===== src/rtl/seq_sub_pkg.sv =====
// Shared types and default sizing for the sequential carry-select subtractor.
package seq_sub_pkg;

    typedef enum logic [1:0] {
        IDLE = 2'd0,
        RUN  = 2'd1,
        DONE = 2'd2
    } state_t;

    localparam int DEF_WIDTH = 32;
    localparam int DEF_SLICE = 8;

endpackage


===== src/rtl/csel_slice.sv =====
// Combinational carry-select slice: both carry-in sums are formed up front,
// and cin only drives the final mux.
module csel_slice #(
    parameter int SLICE = 8
) (
    input  logic [SLICE-1:0] x,
    input  logic [SLICE-1:0] y,
    input  logic             cin,
    output logic [SLICE-1:0] s,
    output logic             cout
);

    logic [SLICE:0] s0;
    logic [SLICE:0] s1;

    assign s0 = {1'b0, x} + {1'b0, y};
    assign s1 = {1'b0, x} + {1'b0, y} + (SLICE+1)'(1);

    assign {cout, s} = cin ? s1 : s0;

endmodule


===== src/rtl/seq_csel_subtractor.sv =====
// Multi-cycle a - b, resolved one carry-select slice per clock behind
// valid/ready input and output ports.
module seq_csel_subtractor
    import seq_sub_pkg::*;
#(
    parameter int WIDTH = DEF_WIDTH,
    parameter int SLICE = DEF_SLICE
) (
    input  logic             clk,
    input  logic             rst_n,
    input  logic             in_valid,
    output logic             in_ready,
    input  logic [WIDTH-1:0] a,
    input  logic [WIDTH-1:0] b,
    output logic             out_valid,
    input  logic             out_ready,
    output logic [WIDTH-1:0] diff,
    output logic             bout,
    output logic             ovf
);

    // Handshake: a transfer happens on a rising edge where valid && ready.
    // in_ready and out_valid are decoded from the state register only, so
    // neither depends combinationally on in_valid or out_ready.

    localparam int NSLICE = WIDTH / SLICE;
    localparam int CW     = (NSLICE > 1) ? $clog2(NSLICE) : 1;
    localparam logic [CW-1:0] LAST = CW'(NSLICE - 1);

    state_t           state;
    state_t           state_nxt;
    logic [CW-1:0]    cnt;
    logic [WIDTH-1:0] a_q;
    logic [WIDTH-1:0] nb_q;
    logic             carry;

    logic [SLICE-1:0] x_k;
    logic [SLICE-1:0] y_k;
    logic [SLICE-1:0] s_k;
    logic             cout_k;

    assign x_k = a_q[cnt*SLICE +: SLICE];
    assign y_k = nb_q[cnt*SLICE +: SLICE];

    csel_slice #(.SLICE(SLICE)) u_slice (
        .x    (x_k),
        .y    (y_k),
        .cin  (carry),
        .s    (s_k),
        .cout (cout_k)
    );

    always_ff @(posedge clk or negedge rst_n) begin
        if (!rst_n) begin
            state <= IDLE;
        end else begin
            state <= state_nxt;
        end
    end

    always_comb begin
        state_nxt = state;
        in_ready  = 1'b0;
        out_valid = 1'b0;
        case (state)
            IDLE: begin
                in_ready = 1'b1;
                if (in_valid) begin
                    state_nxt = RUN;
                end
            end
            RUN: begin
                if (cnt == LAST) begin
                    state_nxt = DONE;
                end
            end
            DONE: begin
                out_valid = 1'b1;
                if (out_ready) begin
                    state_nxt = IDLE;
                end
            end
            default: state_nxt = IDLE;
        endcase
    end

    // Subtraction as a + ~b + 1: the inverted subtrahend is latched and the
    // carry chain starts at 1.
    always_ff @(posedge clk or negedge rst_n) begin
        if (!rst_n) begin
            cnt   <= '0;
            carry <= 1'b0;
            a_q   <= '0;
            nb_q  <= '0;
            diff  <= '0;
            bout  <= 1'b0;
            ovf   <= 1'b0;
        end else begin
            case (state)
                IDLE: begin
                    if (in_valid) begin
                        a_q   <= a;
                        nb_q  <= ~b;
                        carry <= 1'b1;
                        cnt   <= '0;
                    end
                end
                RUN: begin
                    diff[cnt*SLICE +: SLICE] <= s_k;
                    carry                    <= cout_k;
                    if (cnt != LAST) begin
                        cnt <= cnt + 1'b1;
                    end else begin
                        // Final slice: flags come straight from this slice's result.
                        bout <= ~cout_k;
                        ovf  <= (a_q[WIDTH-1] == nb_q[WIDTH-1]) &&
                                (s_k[SLICE-1] != a_q[WIDTH-1]);
                    end
                end
                default: ;
            endcase
        end
    end

endmodule

===== config.mk =====
export PLATFORM = sky130hd
export DESIGN_NAME = seq_csel_subtractor
export DESIGN_NICKNAME = d
export VERILOG_FILES = /design/src/rtl/seq_sub_pkg.sv /design/src/rtl/csel_slice.sv /design/src/rtl/seq_csel_subtractor.sv
export SDC_FILE = /design/constraint.sdc
export NUM_CORES = 1
export LEC_CHECK = 0
export ABC_AREA = 1
export CAP_MARGIN = 20
export CORE_MARGIN = 3
export CORE_UTILIZATION = 56
export DETAILED_ROUTE_END_ITERATION = 10
export GPL_TIMING_DRIVEN = 0
export PLACE_DENSITY = 0.86
export SLEW_MARGIN = 20
export SYNTH_ARGS = -nofsm -noshare
export SYNTH_HDL_FRONTEND = slang
export SYNTH_SLANG_ARGS = --single-unit

===== constraint.sdc =====
create_clock -name clk -period 5.45 [get_ports clk]
set_clock_uncertainty 0.1 [all_clocks]
set_input_delay 1.09 -clock clk [delete_from_list [all_inputs] [get_ports clk]]
set_output_delay 1.09 -clock clk [all_outputs]
set_load 0.005 [all_outputs]

==> results.py <==
metrics = {
    "synthesis": {
        "synth_fp_nets": 724,
        "synth_seq_cells": 103,
        "yosysUniqueCellTypes": 29,
        "synth_edf_count": 0,
        "ys_async_sr_fraction_pct": 100,
        "synthCells": 640,
        "synthesis.area_mm2": 0.00511,
        "avgSynthCellArea_um2": 7.99,
        "ys_warn_count": 0,
        "yosysSeqAreaShare_pct": 50.4,
        "synthFlopType": "dfrtp_1",
    },
    "sta": {
        "tightest_slew_ps": 648,
        "setup_viol_count_final": 0,
        "slew_headroom_pct": 56.8,
        "fin_tns_setup_ps": 0,
        "period_needed_ps": 3810,
        "rsz0062_at_grt": "false",
        "timing.fmax_mhz": 263,
        "period_share_pct": 69.9,
        "finalMaxSlewViolations": 0,
        "whs_ps": 389,
        "hold_viol": 0,
    },
    "power": {
        "power_frac_seq_pct": 28.4,
        "power.density_mw_per_mm2": 717,
        "p_clk_share_pct": 9.6,
        "p_int_mw": 2.30,
        "ir_drop_mv": 0.372,
        "comb_power_share_pct": 62.1,
        "leakagePower_nw": 3.15,
        "power_switching_mw": 2.35,
        "switching_share_pct": 50.6,
    },
    "critical_path": {
        "crit_path_frequent_cell": "inv_1",
        "startpoint_type": "register",
        "crit_slowest_cell": "fa_1",
        "r2r_start": "cnt[0]$_DFFE_PN0P_",
        "cp.arrival_ps": 4000,
        "max_stage_delay_ps": 560,
        "cp-end-kind": "register",
        "critPathKind": "reg2reg",
        "r2r-end": "diff[28]$_DFFE_PN0P_",
        "reg2reg_depth": 14,
        "crit_chain": "clkbuf_1 -> inv_1 -> clkbuf_1 -> nor2_1 -> o22ai_1 -> ha_1 -> fa_1 -> ha_1 -> inv_1 -> nor3_2 -> inv_1 -> o21ai_1 -> nand4_1 -> o21ai_0",
        "r2r_slack_ps": 1640,
        "crit_path_max_fanout": 10,
        "worstPathRequired_ps": 5640,
    },
    "placed_design": {
        "io_buffers": 103,
        "dp_cells": 852,
        "place_area_mm2": 0.00631,
        "gp_congestion": 0.884,
        "hpwl_um": 10200,
    },
    "clocking": {
        "clockBufferDepth": 2,
        "insertion_delay_ps": 370,
        "htreeDepth": 3,
        "root_buffer": "clkbuf_8",
        "cts_tree": "yes",
        "cts_made_buffers": 9,
        "cts_resized": 0,
        "cts_sinks": 103,
        "cts_setup_buffers": 0,
        "holdBufCountCts": 0,
        "clk_pin_slew_ps": 110,
    },
    "global_routing": {
        "antenna_found_initial": 0,
        "track_usage_pct": 27.2,
        "use_met3_pct": 3.72,
        "met1_usage_pct": 35.0,
        "grt-busiest-layer": "met2",
        "use_met2_pct": 48.6,
        "globalRouteOverflowTotal": 0,
        "grt_pass1_vias": 4630,
        "grt_max_degree": 59,
        "grt_pass1_wl_um": 22100,
    },
    "worst_hold_path": {
        "worstHoldPathCells": 2,
        "worstHoldEndpoint": "a_q[13]$_DFFE_PN0P_",
        "holdCritPathClass": "reg2reg",
        "min_from": "a_q[13]$_DFFE_PN0P_",
    },
    "drt": {
        "ant_nets": 0,
        "wl_um": 13300,
        "wire_per_inst_um": 15.3,
        "drtIter0Drc": 337,
        "drtPass1Iterations": 5,
        "via_per_inst": 5.49,
        "drc": 0,
        "vias": 4765,
    },
    "floorplan": {
        "die_x_um": 102,
        "die-area_mm2": 0.0103,
        "die_h_um": 102,
        "rows": 34,
        "ios": 104,
        "core-area_mm2": 0.00881,
        "start_util_pct": 58.1,
    },
    "finish": {
        "final_area_mm2": 0.00649,
        "diodes": 0,
        "final_nets": 839,
        "areaGrowthSynthToFinish_pct": 26.9,
        "stdcell_count": 868,
        "drive_gt1_share_pct": 6.97,
    },
    "status": {
        "status": "completed",
    },
    "flow_run": {
        "maxCapViolCount": 0,
    },
}
-- Yosys cell counts (2+ instances only) --
cell type    n  share of area, %
o31ai_1      2              0.29
nand3_1     24               2.3
nand2_1    218                16
buf_1        4              0.29
nand3_2      4              0.78
nand2_2      8              0.98
nor2_2       3              0.37
inv_2        3              0.22
ha_1        15               3.7
buf_2        6              0.59
nand4_1      3              0.37
nor2_1      48               3.5
dfrtp_1    103                50
clkbuf_1    16               1.2
nor2_4       5               1.1
o21ai_1      3              0.29
o22ai_1     16               2.0
a21oi_1      6              0.59
nor3_1       2              0.20
o21ai_0    100               9.8
inv_1       43               3.2
-- critical path: cells and delay by family (launching register included) --
| family | cells | cell delay, ps |
|---|---|---|
| buf+inv | 5 | 1050 |
| fa+ha+maj | 3 | 980 |
| simple gates | 3 | 600 |
| compound gates | 3 | 570 |
| flops | 1 | 410 |
-- power groups by stage --
stage                     Combinational, mW  Sequential (mW)  Clock, mW
after floorplan                        1.99             1.27          0
after CTS                              2.86             1.32      0.449
final                                  2.89             1.32      0.446
after global routing                   3.25             1.35      0.478
after detailed placement               2.83             1.33          0
after global placement                 2.72             1.32          0
-- sequential cells by signal, summed over array words and instances (netlist names) --
register  flops
a_q          32
diff         32
nb_q         32
cnt           2
state         2
bout          1
carry         1
ovf           1
-- area by class of cell --
type	instances	area (um2)
clock inverter	7	55.1
multi-input combinational	465	2260
clock buffer	9	124
fill	666	2320
buffer	26	105
tap	108	135
timing repair buffer	104	1060
inverter	46	173
sequential	103	2580
-- cell usage in the layout (no fill, tap or decap), drive strengths merged, types with 4 or more instances in the layout --
master	synthesis	routed
a21oi	6	6
buf	10	12
clkbuf	16	25
clkdlybuf4s50	0	102
clkinv	0	4
dfrtp	103	103
ha	15	15
inv	46	48
nand2	227	227
nand3	29	29
nor2	56	56
nor3	4	4
o21ai	104	104
o22ai	16	16
-- how the worst max path moves through the flow --
| stage | startpoint | endpoint | slack (ps) | cells past startpoint |
|---|---|---|---|---|
| 6_report | cnt[0]$_DFFE_PN0P_ | diff[28]$_DFFE_PN0P_ | 1640 | 14 |
| 3_5_place_dp | cnt[0]$_DFFE_PN0P_ | diff[28]$_DFFE_PN0P_ | 1680 | 14 |
| 3_3_place_gp | rst_n | a_q[22]$_DFFE_PN0P_ | -470 | 1 |
| 4_1_cts | cnt[0]$_DFFE_PN0P_ | diff[28]$_DFFE_PN0P_ | 1650 | 14 |
| 5_1_grt | cnt[0]$_DFFE_PN0P_ | diff[28]$_DFFE_PN0P_ | 1240 | 14 |
| 2_1_floorplan | cnt[0]$_DFFE_PN0P_ | diff[30]$_DFFE_PN0P_ | 2310 | 17 |
-- through the flow --
stage	power, mW	util [%]	setup slack (ps)
after CTS	4.63	73.7	1650
after global placement	4.04	71.3	-465
after detailed placement	4.16	71.7	1680
final	4.65	73.7	1640
after global routing	5.09	73.7	1240
after floorplan	3.26	-	2310
-- per-layer routing --
metal | part of all wire, % | up-vias | wire, um
li1 | - | 2295 | -
met1 | 42 | 2269 | 5530
met2 | 51 | 184 | 6840
met3 | 5.7 | 17 | 758
met4 | 1.3 | 0 | 179
met5 | 0 | - | 0
-- kinds of logic after synthesis --
family                     after synthesis  synth area share [%]
and+or+nand+nor                        320                  26.9
AOI/OAI and AO/OA                      128                  13.1
xor gates and xnor gates                 1                 0.171
adders and majority gates               16                  4.06
buffers and inverters                   72                  5.43
DFF                                    103                  50.4
Note: power is estimated with default switching activity, not from simulation.
